==> src/rtl/alu_arbiter.sv <==
// Round-robin arbiter that shares one combinational ALU between two requesters.
// Operands are registered toward the ALU, the result is captured one cycle later and held until accepted.
module alu_arbiter #(
    parameter int XLEN = 64,
    parameter int OPW  = 4
) (
    input  logic            clk,
    input  logic            rst_n,
    input  logic            req0_valid_i,
    output logic            req0_ready_o,
    input  logic [OPW-1:0]  req0_aluop_i,
    input  logic [XLEN-1:0] req0_op1_i,
    input  logic [XLEN-1:0] req0_op2_i,
    input  logic            req1_valid_i,
    output logic            req1_ready_o,
    input  logic [OPW-1:0]  req1_aluop_i,
    input  logic [XLEN-1:0] req1_op1_i,
    input  logic [XLEN-1:0] req1_op2_i,
    output logic            rsp0_valid_o,
    input  logic            rsp0_ready_i,
    output logic            rsp1_valid_o,
    input  logic            rsp1_ready_i,
    output logic [XLEN-1:0] rsp_result_o,
    output logic            rsp_err_o,
    output logic [OPW-1:0]  alu_aluop_o,
    output logic [XLEN-1:0] alu_op1_o,
    output logic [XLEN-1:0] alu_op2_o,
    input  logic [XLEN-1:0] alu_result_i,
    output logic            busy_o,
    output logic [1:0]      dbg_state_o
);

    // Handshake semantics: a transfer happens on a rising edge where valid and
    // ready are both high; valid never depends on ready, and request payload
    // must stay stable while valid is high and ready is low.

    typedef enum logic [1:0] {
        IDLE = 2'd0,
        EXEC = 2'd1,
        RESP = 2'd2
    } state_t;

    state_t          state;
    logic            last_grant;
    logic            owner;
    logic            err_q;
    logic [XLEN-1:0] result_q;
    logic [OPW-1:0]  aluop_q;
    logic [XLEN-1:0] op1_q;
    logic [XLEN-1:0] op2_q;

    logic            grant;
    logic            accept;
    logic            rsp_accept;
    logic [OPW-1:0]  sel_aluop;
    logic [XLEN-1:0] sel_op1;
    logic [XLEN-1:0] sel_op2;

    function automatic logic op_supported(input logic [OPW-1:0] op);
        logic ok;
        ok = 1'b0;
        if (op == OPW'(0) || op == OPW'(1) || op == OPW'(2) ||
            op == OPW'(6) || op == OPW'(7) || op == OPW'(8))
            ok = 1'b1;
        return ok;
    endfunction

    // On contention the port that did not win last time is favoured; a lone
    // requester always wins regardless of the pointer.
    always_comb begin
        grant = 1'b0;
        if (req0_valid_i && req1_valid_i)
            grant = ~last_grant;
        else if (req1_valid_i)
            grant = 1'b1;
    end

    always_comb begin
        sel_aluop = req0_aluop_i;
        sel_op1   = req0_op1_i;
        sel_op2   = req0_op2_i;
        if (grant) begin
            sel_aluop = req1_aluop_i;
            sel_op1   = req1_op1_i;
            sel_op2   = req1_op2_i;
        end
    end

    assign accept       = (state == IDLE) && rst_n && (req0_valid_i || req1_valid_i);
    assign req0_ready_o = accept && req0_valid_i && !grant;
    assign req1_ready_o = accept && req1_valid_i && grant;
    assign rsp_accept   = owner ? rsp1_ready_i : rsp0_ready_i;

    always_ff @(posedge clk) begin
        if (!rst_n) begin
            state      <= IDLE;
            last_grant <= 1'b1;
            owner      <= 1'b0;
            err_q      <= 1'b0;
            result_q   <= '0;
            aluop_q    <= '0;
            op1_q      <= '0;
            op2_q      <= '0;
        end else begin
            case (state)
                IDLE: begin
                    if (accept) begin
                        aluop_q    <= sel_aluop;
                        op1_q      <= sel_op1;
                        op2_q      <= sel_op2;
                        owner      <= grant;
                        last_grant <= grant;
                        err_q      <= !op_supported(sel_aluop);
                        state      <= EXEC;
                    end
                end
                EXEC: begin
                    result_q <= alu_result_i;
                    state    <= RESP;
                end
                RESP: begin
                    if (rsp_accept)
                        state <= IDLE;
                end
                default: state <= IDLE;
            endcase
        end
    end

    assign alu_aluop_o  = aluop_q;
    assign alu_op1_o    = op1_q;
    assign alu_op2_o    = op2_q;
    assign rsp_result_o = result_q;
    assign rsp_err_o    = err_q;
    assign rsp0_valid_o = (state == RESP) && !owner;
    assign rsp1_valid_o = (state == RESP) && owner;
    assign busy_o       = (state != IDLE);
    assign dbg_state_o  = state;

endmodule

==> config.mk <==
export PLATFORM = sky130hd
export DESIGN_NAME = alu_arbiter
export DESIGN_NICKNAME = d
export VERILOG_FILES = /design/src/rtl/alu_arbiter.sv
export SDC_FILE = /design/constraint.sdc
export NUM_CORES = 1
export LEC_CHECK = 0
export ABC_AREA = 1
export CAP_MARGIN = 10
export CORE_AREA = 2 2 211 213
export DETAILED_ROUTE_END_ITERATION = 8
export DIE_AREA = 0 0 213 215
export DONT_BUFFER_PORTS = 1
export RECOVER_POWER = 50
export SLEW_MARGIN = 40
export SYNTH_ARGS = -nofsm -noshare
export SYNTH_HDL_FRONTEND = slang
export SYNTH_SLANG_ARGS = --single-unit
==> constraint.sdc <==
create_clock -name clk -period 1.2 [get_ports clk]
set_input_delay 0.12 -clock clk [delete_from_list [all_inputs] [get_ports clk]]
set_output_delay 0.12 -clock clk [all_outputs]
set_load 0.02 [all_outputs]
==> results of run 1 <==
==> layer usage <==
metal  vias to the layer above  track usage  wire (µm)
met5                         -            0          0
met4                         0       0.1044       3020
met3                       205      0.04881       4415
met2                       800       0.2689      21130
met1                      4904       0.1570      15530
li1                       4728            -          -
==> repair_timing <==
item,CTS,global route
hold buffers,328,0
gates cloned,3,28
pin swaps,10,42
endpoints found under the setup margin,201,222
buffers inserted,13,6
hold endpoints to repair,199,0
resized for setup,46,120
==> synthesized netlist by cell type, drive strengths merged <==
master	instances
a31oi	1
nand3b	2
o211ai	128
clkinv	1
clkbuf	37
o21ai	70
nor3	2
nand3	5
nor2	137
a21oi	133
buf	57
dfxtp	201
inv	138
o31ai	1
nand2	274
==> worst min path at each step <==
stage          depth (start not counted)        startpoint  slack, ns               end
2_1_floorplan                          2  alu_result_i[25]       0.25  rsp_result_o[25]
3_3_place_gp                           2  alu_result_i[19]       0.26  rsp_result_o[19]
3_5_place_dp                           2  alu_result_i[34]       0.27  rsp_result_o[34]
4_1_cts                                3             rst_n      -0.06  rsp_result_o[24]
5_1_grt                                3             rst_n       0.01  rsp_result_o[20]
6_report                               3             rst_n     -0.001  rsp_result_o[20]
==> critical path: stages (launching register included) <==
cell and delay, ns:
dfxtp_2 0.34, nand2_4 0.07, nand2_8 0.07, buf_4 0.13
buf_12 0.18, buf_4 0.21, nand2_1 0.09, o211ai_1 0.17
a21oi_1 0.14
==> registers in the layout (all words and copies together), names as in the netlist <==
signal	count
alu_aluop_o	4
alu_op1_o	64
alu_op2_o	64
dbg_state_o	2
last_grant	1
owner	1
rsp_err_o	1
rsp_result_o	64
==> cell type report <==
| class | count | area share |
|---|---|---|
| clock inverter | 6 | 0.002516 |
| antenna | 1 | 0.0001623 |
| multi-input combinational | 753 | 0.2546 |
| tap | 592 | 0.04804 |
| inverter | 139 | 0.03538 |
| sequential | 201 | 0.2614 |
| clock buffer | 36 | 0.04650 |
| timing repair buffer | 494 | 0.3514 |
==> metrics by stage <==
| step | setup TNS (ns) | area (µm²) | cells |
|---|---|---|---|
| after floorplan | -4.529 | 8662 | 1187 |
| after global placement | -11.97 | 10050 | 1804 |
| after detailed placement | -17.11 | 10050 | 1804 |
| after CTS | -45.14 | 14470 | 2190 |
| after global routing | -63.61 | 15420 | 2221 |
| final | -49.28 | 15420 | 2222 |
==> power by group <==
part	switching (µW)	internal, µW
clock	2930	4100
combinational	2520	2510
sequential	1060	7280
==> kinds of logic after synthesis <==
group / synth area share
compound gates: 0.2301
buf+inv: 0.1151
flops: 0.4652
simple gates: 0.1895
==> summary.txt, run 1 <==
Port bufs -> 0
PD cells -> 1323 mW/mm²
Post-route antenna net violation count -> 0
Area Growth Syn to Fin -> 78.26%
Nets -> 1947
Maximum clock frequency -> 0.6374 GHz
Dominant cell type by area after synthesis -> dfxtp_1
Worst path required time -> 1.60 ns
Number of max-cap violations -> 0
Dpl ws -> -0.1780 ns
Setup crit end kind -> flop
Largest cells by area after synthesis -> dfxtp_1 47%, nand2_1 12%, o211ai_1 11%
Fin util -> 0.3533
Clock skew -> 0.01232 ns
Commonest cells after routing, fill and taps aside -> 327 x dlygate4sd3_1, 264 x nand2_1, 198 x dfxtp_1
Routed len/inst -> 19.84 µm
H-Tree Depth -> 1
Total power -> 20400 µW
Final Wtd Congestion -> 0.8714
Worst EP arrival -> 1.97 ns
Synth top area share -> 0.4652
Critical R2R Launch -> last_grant
# DRC -> 0
Post-synthesis sequential area ratio -> 0.4652
R2R depth -> 8
Share of layout cells above drive strength 1 -> 0.1676
Multi-input logic area -> 0.003926 mm²
Chip Width -> 213 µm
Register area -> 0.004030 mm²
Total routing usage reported by global routing -> 0.1545
CP Launch Point -> last_grant
GRT Residual Overflow -> 0
Final worst path period share -> 1.307
Hold Vio Cnt, Final -> 3
Slew Viols, Final -> 0
Min-Delay Path Class -> in -> reg
Max clock buf depth -> 3
Syn. warnings -> 0
Vias per cell -> 4.787
Clk Tree Root Cell -> clkbuf_16
Initial antenna violation count -> 0
Starting density of the core -> 0.1982
DRT Wirelength -> 44090 µm
Synth unique cells -> 25
Worst VDD drop -> 0.9754 mV
Worst-path clk slew -> 0.06 ns
Fill cells -> 4177
Post-Syn Instances -> 1187
Vias -> 10.64k
TritonCTS clock tree -> done
Final Critical Period -> 1.569 ns
Die height -> 215 µm
DR pass1 iterations -> 5
CP endpoint -> alu_op2_o[31]
HPWL Detailed -> 22100 µm
Commonest non-fill, non-tap cell in the layout -> dlygate4sd3_1
Static leakage power -> 0.006532 µW
Critical path launch point type -> flop
CTS sink count -> 201
Failing checks -> negative hold slack, negative setup slack
Row count -> 77
Total CTS buffers -> 24
Core Area -> 0.04364 mm²
Post-Syn Area -> 0.008650 mm²
WHS -> -0.001204 ns
Worst-Skew Late Latency -> 0.54 ns
Worst-margin pin slew -> 0.4672 ns
Reg2Reg Setup Slack -> -0.37 ns
Final worst setup slack -> -0.3688 ns
Avg Inst Size Synth -> 7.287 µm²
First-pass GRT wire length -> 55820 µm
Syn Nets -> 1521
Crit path kind -> reg -> reg
Flops & latches, synth -> 201
Largest net degree at the start of global routing -> 71
Io pins -> 538
Rel. slew slack -> 0.6885
Status -> finished with violations
Final setup fails -> 214
DRT iter0 DRCs -> 755
CP Max Fanout -> 19
FF-to-FF End -> alu_op2_o[31]
RSZ-0062 raised after global routing -> yes
Number of global-route vias before repair -> 10.44k
Die Area -> 0.04580 mm²
No activity file was read; power rests on OpenSTA's default activity.
==> inputs of run 2 (changes only) <==
--- a/config.mk
+++ b/config.mk
@@ -6,12 +6,12 @@
 export NUM_CORES = 1
 export LEC_CHECK = 0
 export ABC_AREA = 1
+export ABC_CLOCK_PERIOD_IN_PS = 1200
 export CAP_MARGIN = 10
 export CORE_AREA = 2 2 211 213
 export DETAILED_ROUTE_END_ITERATION = 8
 export DIE_AREA = 0 0 213 215
 export DONT_BUFFER_PORTS = 1
-export RECOVER_POWER = 50
 export SLEW_MARGIN = 40
 export SYNTH_ARGS = -nofsm -noshare
 export SYNTH_HDL_FRONTEND = slang
==> results of run 2 <==
Same layout as run 1: the final DEF is identical, and so are final timing and power.
